## src/rtl/branch_resolve_predict_if.sv

```systemverilog
// Fetch-side prediction lookup and MEM-side branch resolution bundle.
// res_valid is a one-way valid with no ready: the block consumes one resolve per cycle unconditionally.
interface branch_resolve_predict_if #(
    parameter int XLEN = 32
);
    logic            if_pred_taken;
    logic [XLEN-1:0] if_pc;
    logic            res_valid;
    logic            res_branch_flag;
    logic [2:0]      res_funct3;
    logic [XLEN-1:0] res_rs1;
    logic [XLEN-1:0] res_rs2;
    logic [XLEN-1:0] res_pc;
    logic [XLEN-1:0] res_target;
    logic            res_pred_taken;
    logic            PC_Src;
    logic [XLEN-1:0] redirect_pc;
    logic            flush;
    logic            illegal_branch;
    logic [31:0]     branch_count;
    logic [31:0]     mispredict_count;

    modport master (
        output if_pc, res_valid, res_branch_flag, res_funct3, res_rs1, res_rs2,
               res_pc, res_target, res_pred_taken,
        input  if_pred_taken, PC_Src, redirect_pc, flush, illegal_branch,
               branch_count, mispredict_count
    );

    modport slave (
        input  if_pc, res_valid, res_branch_flag, res_funct3, res_rs1, res_rs2,
               res_pc, res_target, res_pred_taken,
        output if_pred_taken, PC_Src, redirect_pc, flush, illegal_branch,
               branch_count, mispredict_count
    );
endinterface

```

## src/rtl/branch_resolve_predict.sv

```systemverilog
// Resolves RV32I conditional branches, trains a 2-bit counter BHT and issues
// a registered redirect/flush pulse on mispredicts.
module branch_resolve_predict #(
    parameter int         XLEN         = 32,
    parameter int         BHT_ENTRIES  = 16,
    parameter logic [1:0] COUNTER_INIT = 2'b01
) (
    input logic                    clk,
    input logic                    reset,
    branch_resolve_predict_if.slave bus
);
    localparam int IDX_W = $clog2(BHT_ENTRIES);

    logic [1:0]      bht [BHT_ENTRIES];
    logic [IDX_W-1:0] if_idx;
    logic [IDX_W-1:0] res_idx;

    logic            cond_legal;
    logic            actual_taken;
    logic            resolve;
    logic            legal_ev;
    logic            illegal_ev;
    logic            mispredict;

    logic            pc_src_q;
    logic            flush_q;
    logic            illegal_q;
    logic [XLEN-1:0] redirect_q;
    logic [31:0]     branch_cnt_q;
    logic [31:0]     mispredict_cnt_q;

    assign if_idx  = bus.if_pc[IDX_W+1:2];
    assign res_idx = bus.res_pc[IDX_W+1:2];

    // Lookup reads the stored counter only; a same-cycle update is not forwarded.
    assign bus.if_pred_taken = bht[if_idx][1];

    always_comb begin
        cond_legal   = 1'b1;
        actual_taken = 1'b0;
        case (bus.res_funct3)
            3'b000:  actual_taken = (bus.res_rs1 == bus.res_rs2);
            3'b001:  actual_taken = (bus.res_rs1 != bus.res_rs2);
            3'b100:  actual_taken = ($signed(bus.res_rs1) <  $signed(bus.res_rs2));
            3'b101:  actual_taken = ($signed(bus.res_rs1) >= $signed(bus.res_rs2));
            3'b110:  actual_taken = (bus.res_rs1 <  bus.res_rs2);
            3'b111:  actual_taken = (bus.res_rs1 >= bus.res_rs2);
            default: cond_legal   = 1'b0;
        endcase
    end

    assign resolve    = bus.res_valid && bus.res_branch_flag;
    assign legal_ev   = resolve && cond_legal;
    assign illegal_ev = resolve && !cond_legal;
    assign mispredict = legal_ev && (actual_taken != bus.res_pred_taken);

    always_ff @(posedge clk) begin
        if (reset) begin
            for (int i = 0; i < BHT_ENTRIES; i++) begin
                bht[i] <= COUNTER_INIT;
            end
            pc_src_q         <= 1'b0;
            flush_q          <= 1'b0;
            illegal_q        <= 1'b0;
            redirect_q       <= '0;
            branch_cnt_q     <= '0;
            mispredict_cnt_q <= '0;
        end else begin
            pc_src_q  <= mispredict;
            flush_q   <= mispredict;
            illegal_q <= illegal_ev;
            if (mispredict) begin
                redirect_q <= actual_taken ? bus.res_target : bus.res_pc + XLEN'(4);
                if (mispredict_cnt_q != '1) mispredict_cnt_q <= mispredict_cnt_q + 32'd1;
            end
            if (legal_ev) begin
                if (actual_taken && bht[res_idx] != 2'b11) begin
                    bht[res_idx] <= bht[res_idx] + 2'd1;
                end else if (!actual_taken && bht[res_idx] != 2'b00) begin
                    bht[res_idx] <= bht[res_idx] - 2'd1;
                end
                if (branch_cnt_q != '1) branch_cnt_q <= branch_cnt_q + 32'd1;
            end
        end
    end

    assign bus.PC_Src           = pc_src_q;
    assign bus.flush            = flush_q;
    assign bus.illegal_branch   = illegal_q;
    assign bus.redirect_pc      = redirect_q;
    assign bus.branch_count     = branch_cnt_q;
    assign bus.mispredict_count = mispredict_cnt_q;
endmodule

```

## src/flat_wrapper.sv

```systemverilog
// flat-port wrapper written by rule: the top's interface ports become plain ports
module branch_resolve_predict_flat 
#(
    parameter int         XLEN         = 32,
    parameter int         BHT_ENTRIES  = 16,
    parameter logic [1:0] COUNTER_INIT = 2'b01
)
  (clk, reset, bus_if_pc, bus_res_valid, bus_res_branch_flag, bus_res_funct3, bus_res_rs1, bus_res_rs2, bus_res_pc, bus_res_target, bus_res_pred_taken, bus_if_pred_taken, bus_PC_Src, bus_redirect_pc, bus_flush, bus_illegal_branch, bus_branch_count, bus_mispredict_count);
  branch_resolve_predict_if #(.XLEN(XLEN)) bus_i ();
  input logic clk;
  input logic reset;
  input wire logic [$bits(bus_i.if_pc)-1:0] bus_if_pc;
  input wire logic [$bits(bus_i.res_valid)-1:0] bus_res_valid;
  input wire logic [$bits(bus_i.res_branch_flag)-1:0] bus_res_branch_flag;
  input wire logic [$bits(bus_i.res_funct3)-1:0] bus_res_funct3;
  input wire logic [$bits(bus_i.res_rs1)-1:0] bus_res_rs1;
  input wire logic [$bits(bus_i.res_rs2)-1:0] bus_res_rs2;
  input wire logic [$bits(bus_i.res_pc)-1:0] bus_res_pc;
  input wire logic [$bits(bus_i.res_target)-1:0] bus_res_target;
  input wire logic [$bits(bus_i.res_pred_taken)-1:0] bus_res_pred_taken;
  output wire logic [$bits(bus_i.if_pred_taken)-1:0] bus_if_pred_taken;
  output wire logic [$bits(bus_i.PC_Src)-1:0] bus_PC_Src;
  output wire logic [$bits(bus_i.redirect_pc)-1:0] bus_redirect_pc;
  output wire logic [$bits(bus_i.flush)-1:0] bus_flush;
  output wire logic [$bits(bus_i.illegal_branch)-1:0] bus_illegal_branch;
  output wire logic [$bits(bus_i.branch_count)-1:0] bus_branch_count;
  output wire logic [$bits(bus_i.mispredict_count)-1:0] bus_mispredict_count;
  assign bus_i.if_pc = bus_if_pc;
  assign bus_i.res_valid = bus_res_valid;
  assign bus_i.res_branch_flag = bus_res_branch_flag;
  assign bus_i.res_funct3 = bus_res_funct3;
  assign bus_i.res_rs1 = bus_res_rs1;
  assign bus_i.res_rs2 = bus_res_rs2;
  assign bus_i.res_pc = bus_res_pc;
  assign bus_i.res_target = bus_res_target;
  assign bus_i.res_pred_taken = bus_res_pred_taken;
  assign bus_if_pred_taken = bus_i.if_pred_taken;
  assign bus_PC_Src = bus_i.PC_Src;
  assign bus_redirect_pc = bus_i.redirect_pc;
  assign bus_flush = bus_i.flush;
  assign bus_illegal_branch = bus_i.illegal_branch;
  assign bus_branch_count = bus_i.branch_count;
  assign bus_mispredict_count = bus_i.mispredict_count;
  branch_resolve_predict #(.XLEN(XLEN), .BHT_ENTRIES(BHT_ENTRIES), .COUNTER_INIT(COUNTER_INIT)) u_core (.clk(clk), .reset(reset), .bus(bus_i));
endmodule
```

## config.mk

```make
export PLATFORM = sky130hd
export DESIGN_NAME = branch_resolve_predict_flat
export DESIGN_NICKNAME = d
export VERILOG_FILES = /design/src/rtl/branch_resolve_predict_if.sv /design/src/rtl/branch_resolve_predict.sv /design/src/flat_wrapper.sv
export SDC_FILE = /design/constraint.sdc
export NUM_CORES = 1
export LEC_CHECK = 0
export BUFFER_PORTS_ARGS = -buffer_cell sky130_fd_sc_hd__buf_2
export CAP_MARGIN = 25
export CORE_MARGIN = 1.5
export CORE_UTILIZATION = 40
export DETAILED_ROUTE_END_ITERATION = 10
export GPL_ROUTABILITY_DRIVEN = 0
export GPL_TIMING_DRIVEN = 0
export PLACE_DENSITY_LB_ADDON = 0.05
export SLEW_MARGIN = 20
export SYNTH_ARGS = -nofsm -noshare
export SYNTH_HDL_FRONTEND = slang
export SYNTH_SLANG_ARGS = --single-unit
export TNS_END_PERCENT = 20
```

## constraint.sdc

```tcl
create_clock -name clk -period 7.8 [get_ports clk]
set_clock_uncertainty 0.1 [all_clocks]
set_input_delay 0.78 -clock clk [delete_from_list [all_inputs] [get_ports clk]]
set_output_delay 0.78 -clock clk [all_outputs]
set_load 0.005 [all_outputs]
```

==> qor.yml, run 1 <==
run_status:
  outcome: "finished, final reports clean"
critical_path:
  endpoint_kind: "flop"
  r2r-start: "u_core.bus.mispredict_count[6]"
  r2r_end: "u_core.bus.mispredict_count[1]"
  worst_ep_required_time_ns: 7.83
  arrival_ns: 4.02
  crit_top_cell: "buf_2"
  cpPeakStageDelay_ns: 0.43
  crit_start: "bus_res_rs2[23]"
  start_kind: "primary input"
  crit_type: "primary input to flop"
  cpLargestDelayFamily: "compound AO/OA/AOI/OAI gates"
  critPathMaxFanout: 10
  reg2regPathDepth: 11
  r2r_setup_slack_ns: 4.47
  path_cells: "buf_2 > inv_1 > ha_1 > a21oi_1 > o21ai_0 > a221oi_1 > o221ai_1 > a211oi_2 > mux2i_4 > mux2i_1 > and2_1 > buf_2 > buf_6 > a31o_1"
  crit_buf_inv: 4
  worst_path_max_delay_cell: "a211oi_2"
routing:
  wl_per_cell_um: 16.51
  ant_nets: 0
  drtIter0Drc: 327
  viasPerCell: 5.370
  dr.pass1.iters: 5
  wl_um: 23270
  post-route-drc-count: 0
  vias: 7571
clock_network:
  cts.path.max_buffers: 2
  numCtsBuffers: 17
  clock-root-buffer: "clkbuf_16"
  cts.clk_slew.worst_paths_ns: 0.06
  cts_sinks: 130
  ctsHtreeMaxLevel: 4
  clk_latency_ns: 0.42
  cts_tree: "built"
  post_cts_resized: 0
  postCtsHoldBufs: 0
  post_cts_buffers: 0
yosys:
  synthTopCellsByCount: "dfxtp_1, nor2_1, nand2_1, nand3_1, inv_1"
  synth_top_cell_area_share: 0.2469
  ys.flop_type: "dfxtp_1"
  syn_inst: 874
  syn_nets: 1080
  yosys.area.top_type: "dfxtp_1"
  ys_seq_area_frac: 0.3678
  yosysWarnings: 0
  synth_edf_count: 32
  yosysMostFrequentCell: "dfxtp_1"
  ys_ff_latch: 130
  syn_avg_cell_area_um2: 9.092
  yosysUniqueCellTypes: 75
  synthArstFlopShare: 0
  synthesis.area_um2: 7946
  synth_area_leaders: "dfxtp_1, edfxtp_1, ha_1"
die:
  initial_core_util: 0.4083
  num_rows: 51
  fp.dieW_um: 143.9
  die_y_um: 143.9
  num_io_pins: 268
  core_um2: 19460
  die_area_um2: 20720
timing:
  maxSlewViolCount: 0
  fmax_mhz: 250.4
  max_slew_margin: 0.4263
  tns_ns: 0
  finalHoldViolations: 0
  rsz0062_at_grt: "no"
  finalCriticalPeriod_ns: 3.993
  worst_slew_pin_slew_ns: 0.8527
  setup_viol: 0
  fin_crit_sh: 0.5119
worst_hold_path:
  hold_class: "flop to flop"
  whs_endpoint: "u_core.bus.redirect_pc[28]"
  min-delay-start: "u_core.bus.redirect_pc[28]"
  hold-path-cell-count: 2
global_routing:
  grt.total_usage: 0.2282
  grt_pass1_vias: 7162
  grt.overflow.total: 0
  antenna_found_initial: 2
  grt_pass1_wl_um: 36580
  grt_max_degree: 17
final_layout:
  finalNetCount: 1336
  multi_input_area_um2: 4639
  fill_cells: 1892
  area_growth_pct: 26.89
  fin_area_um2: 10080
  final_layout_size_suffix_gt1_frac: 0.2913
  register_area_um2: 2923
place:
  place_hpwl_um: 17970
  dpl_cell_area_um2: 9464
  portBuffers: 237
run:
  drv_cap: 0
power:
  powerDensity_nw_per_um2: 174.0
  power_leakage_nw: 4.357
  vdd_drop_max_mv: 0.1540
[routing by layer]
metal | track usage | part of all wire | vias up
li1 | - | - | 3767
met1 | 0.2942 | 0.45 | 3559
met2 | 0.3704 | 0.46 | 205
met3 | 0.05298 | 0.060 | 40
met4 | 0.08485 | 0.027 | 0
met5 | 0 | 0 | -
[tightest hold or removal path, stage by stage, from the launching register on]
cell and delay, ns:
dfxtp_1 0.31, nand2_1 0.05, a31oi_1 0.06
[registers in the layout, summed over array words and instances, names as in the netlist]
register	count
u_core.bus.illegal_branch	1
u_core.bus.mispredict_count	32
u_core.bus.branch_count	32
u_core.bht	32
u_core.bus.PC_Src	1
u_core.bus.redirect_pc	32
[worst max path at each step]
stage                            end  cells past startpoint
floorplan           u_core.bht[4][0]                     13
global placement    u_core.bht[3][1]                     14
detailed placement  u_core.bht[3][1]                     14
CTS                 u_core.bht[3][1]                     14
global route        u_core.bht[3][0]                     14
finish              u_core.bht[3][0]                     14
[power by group]
part           internal (W)  total (W)  leakage (nW)  switching (W)
Clock              0.000500   0.000820         0.305       0.000320
Combinational     0.0000973   0.000224          2.98       0.000126
Sequential         0.000703   0.000711          1.07     0.00000814
Total               0.00130    0.00175          4.36       0.000454
[final cells by class]
type | instances | area share
flip-flops and latches | 130 | 0.2899
multi-input cells | 650 | 0.4601
plain buffers | 46 | 0.02023
inverters | 48 | 0.01787
well taps | 265 | 0.03288
repair buffers | 237 | 0.1176
clock inverters | 8 | 0.005832
diodes | 2 | 0.0004963
clock buffers | 24 | 0.05509
[placed cells by master, fill, tap and decap left out, drive strengths merged, types with 26 or more instances in the layout]
cell type,synthesis,final
nand4,26,26
edfxtp,32,32
nor2,86,86
and3,35,35
a21oi,31,31
inv,48,51
nand3,50,50
nand2,55,55
ha,38,38
buf,17,254
dfxtp,98,98
xor2,31,31
clkbuf,29,53
[metrics by stage]
step	cells	hold WS (ns)	worst slack, ns	util	total power, W
floorplan	874	0.3627	4.032	-	0.0008538
global placement	1376	0.3590	3.364	0.4863	0.0009486
detailed placement	1376	0.3593	3.377	0.4863	0.0009494
CTS	1408	0.3675	3.808	0.5178	0.001765
global route	1409	0.3996	3.594	0.5180	0.001828
finish	1410	0.3736	3.807	0.5181	0.001755
[cells by family after synthesis]
kind of cell | Yosys count | synth area share
XOR/XNOR | 55 | 0.06062
flip-flops | 130 | 0.3678
adder cells (fa/ha/maj) | 38 | 0.05983
multiplexers | 31 | 0.06629
AO/OA/AOI/OAI | 151 | 0.1449
AND/OR/NAND/NOR | 375 | 0.2522
buffers and inverters | 94 | 0.04834
No activity file was read; power rests on OpenSTA's default activity.
==> inputs of run 2 (changes only) <==
- ABC_AREA: not set -> 1
- clock period: 7.8 -> 3.7 ns (I/O delays scaled with it)
==> qor.yml, run 2 <==
die:
  die_area_um2: 23830  # was 20720 µm²
  num_rows: 55  # was 51
  initial_core_util: 0.4060  # was 0.4083
  die_y_um: 154.4  # was 143.9 µm
  core_um2: 22570  # was 19460 µm²
  num_io_pins: 268  # unchanged
  fp.dieW_um: 154.4  # was 143.9 µm
yosys:
  synth_area_leaders: "dfxtp_1, nand2_1, edfxtp_1"  # was dfxtp_1, edfxtp_1, ha_1
  synthesis.area_um2: 9165  # was 7946 µm²
  synthArstFlopShare: 0  # unchanged
  ys_ff_latch: 130  # unchanged
  yosysUniqueCellTypes: 47  # was 75
  synth.area.mux_share: 0.004369  # was 0.06629
  syn_avg_cell_area_um2: 7.018  # was 9.092 µm²
  ys.flop_type: "dfxtp_1"  # unchanged
  syn_nets: 1512  # was 1080
  syn_inst: 1306  # was 874
  synthTopCellsByCount: "nand2_1, inv_1, nor2_1, dfxtp_1, a21oi_1"  # was dfxtp_1, nor2_1, nand2_1, nand3_1, inv_1
  synth_edf_count: 32  # unchanged
  ys_seq_area_frac: 0.3189  # was 0.3678
  yosysWarnings: 0  # unchanged
  synth_xor_area_frac: 0.05638  # was 0.06062
  synth_top_family_by_area: "simple AND/OR/NAND/NOR gates"  # unchanged
  yosys.area.top_type: "dfxtp_1"  # unchanged
  yosysMostFrequentCell: "nand2_1"  # was dfxtp_1
  synth_compound_area_frac: 0.1020  # was 0.1449
  synthSimpleGateAreaFrac: 0.3637  # was 0.2522
  synthAdderAreaFrac: 0.05188  # was 0.05983
  synth_top_cell_area_share: 0.2141  # was 0.2469
timing:
  rsz0062_at_grt: "no"  # unchanged
  fin_crit_sh: 0.7146
  max_slew_margin: 0.5130  # was 0.4263
  finalHoldViolations: 0  # unchanged
  fmax_mhz: 378.2
  worst_slew_pin_slew_ns: 0.7305  # was 0.8527 ns
  tns_ns: 0  # unchanged
  setup_viol: 0  # unchanged
  maxSlewViolCount: 0  # unchanged
  finalCriticalPeriod_ns: 2.644
  timing.hold.ws_ns: 0.1095  # was 0.3736 ns
clock_network:
  cts.clk_slew.worst_paths_ns: 0.06  # about the same
  post_cts_resized: 0  # unchanged
  clk_latency_ns: 0.42  # about the same
  postCtsHoldBufs: 0  # unchanged
  clock-root-buffer: "clkbuf_16"  # unchanged
  cts_sinks: 130  # unchanged
  cts_tree: "built"  # unchanged
  post_cts_buffers: 0  # unchanged
  numCtsBuffers: 17  # unchanged
  cts.path.max_buffers: 2  # unchanged
  ctsHtreeMaxLevel: 4  # unchanged
routing:
  drtIter0Drc: 535  # was 327
  wl_per_cell_um: 15.44  # was 16.51 µm
  viasPerCell: 5.026  # was 5.370
  ant_nets: 0  # unchanged
  dr.pass1.iters: 5  # unchanged
  wl_um: 28760  # was 23270 µm
  post-route-drc-count: 0  # unchanged
  vias: 9359  # was 7571
critical_path:
  critPathMaxFanout: 10  # unchanged
  crit_type: "flop to flop"  # was primary input to flop
  reg2regPathDepth: 12  # was 11
  worst_ep_required_time_ns: 3.90  # was 7.83 ns
  endpoint_kind: "flop"  # unchanged
  arrival_ns: 2.84  # was 4.02 ns
  start_kind: "flop"  # was primary input
worst_hold_path:
  hold-path-cell-count: 3  # was 2
  hold_class: "primary input to flop"  # was flop to flop
run:
  drv_cap: 0  # unchanged
power:
  powerDensity_nw_per_um2: 340.9  # was 174.0 nW/µm²
  power_frac_comb: 0.171  # was 0.127
  swShare: 0.2912  # was 0.2589
  p_int_w: 0.002728  # was 0.001301 W
  power.total_w: 0.003849  # was 0.001755 W
  clockPowerShare: 0.440  # was 0.467
  p_seq_frac: 0.389  # was 0.405
  power_leakage_nw: 5.004  # was 4.357 nW
  vdd_drop_max_mv: 0.2333  # was 0.1540 mV
  p_sw_w: 0.001121  # was 0.0004544 W
final_layout:
  most-common-layout-cells: "nand2_1, buf_2, inv_1, nor2_1, dfxtp_1"  # was buf_2, dfxtp_1, nor2_1, nand2_1, nand3_1
  post-route-util: 0.5002  # was 0.5181
  layout_commonest_cell: "nand2_1"  # was buf_2
  multi_input_area_um2: 5300  # was 4639 µm²
  fill_cells: 2395  # was 1892
  area_growth_pct: 23.19  # was 26.89%
  register_area_um2: 2923  # unchanged
  final_cells: 1862  # was 1410
  finalNetCount: 1767  # was 1336
  final_layout_size_suffix_gt1_frac: 0.2478  # was 0.2913
global_routing:
  grt_pass1_wl_um: 46010  # was 36580 µm
  antenna_found_initial: 1  # was 2
  grt.overflow.total: 0  # unchanged
  grt.total_usage: 0.2433  # was 0.2282
  grt_max_degree: 17  # unchanged
  grt_pass1_vias: 8915  # was 7162
place:
  place_hpwl_um: 23160  # was 17970 µm
  portBuffers: 236  # was 237
  dpl.cell_count: 1827  # was 1376
run_status:
  outcome: "finished, final reports clean"  # unchanged
-- run 2: cell count changes in the layout (fill, tap and decap cells not counted), moves of 31 or more --
| cell | previous run | this run |
|---|---|---|
| nand2_1 | 55 | 320 |
| inv_1 | 47 | 140 |
| a21oi_1 | 31 | 92 |
| nand4_1 | 26 | 64 |
| nor2_1 | 85 | 120 |
| and3_1 | 35 | 2 |
| o21ai_0 | 14 | 45 |
-- run 2: layout make-up --
cell class / instances / share of cell area
diodes: 3 / 0.0006649
plain buffers: 58 / 0.03347
clock buffers: 19 / 0.03834
clock inverters: 13 / 0.01308
inverters: 150 / 0.04998
multi-input cells: 968 / 0.4694
flip-flops and latches: 130 / 0.2589
well taps: 285 / 0.03158
repair buffers: 236 / 0.1046
-- run 2: path summary, 6_finish.rpt --
| check | startpoint | end | slack [ns] |
|---|---|---|---|
| setup reg to reg | u_core.bus.mispredict_count[1] | u_core.bus.mispredict_count[26] | 1.06 |
| setup / recovery | u_core.bus.mispredict_count[1] | u_core.bus.mispredict_count[26] | 1.06 |
| hold reg to reg | u_core.bus.redirect_pc[4] | u_core.bus.redirect_pc[4] | 0.36 |
| hold / removal | bus_res_valid | u_core.bus.illegal_branch | 0.11 |
-- run 2: routing by layer --
layer	vias to the layer above	part of all wire	global-route usage
li1	4842	-	-
met1	4223	0.47	0.3196
met2	268	0.45	0.4027
met3	26	0.066	0.06024
met4	0	0.014	0.05678
met5	-	0	0
-- run 2: critical path: stages (launching register included) --
cell and delay, ns:
dfxtp_1 0.39, ha_1 0.23, nand2_1 0.09, nor3_2 0.28, inv_2 0.09, nor2_2 0.13
inv_2 0.07, nor4_1 0.24, nand4_1 0.25, buf_2 0.27, buf_6 0.17, nand4_1 0.12
a21oi_1 0.08
-- run 2: cells by family after synthesis --
kind of cell / Yosys count
buffers and inverters: 208
AOI/OAI and AO/OA: 174
and+or+nand+nor: 693
adders and majority gates: 38
muxes: 4
xor gates and xnor gates: 59
DFF: 130
-- run 2: per-stage QoR --
stage	instance area, µm²	setup WS [ns]
floorplan	9165	1.111
global placement	10700	0.6839
detailed placement	10700	0.6494
CTS	11280	1.030
global route	11290	0.7229
finish	11290	1.056
-- run 2: power by group through the flow --
stage	Sequential, W	Combinational (W)	Clock (W)
3_3_place_gp	0.00153	0.000655	0
5_1_grt	0.00150	0.000740	0.00177
6_report	0.00150	0.000659	0.00169
2_1_floorplan	0.00152	0.000417	0
4_1_cts	0.00150	0.000663	0.00171
3_5_place_dp	0.00153	0.000660	0
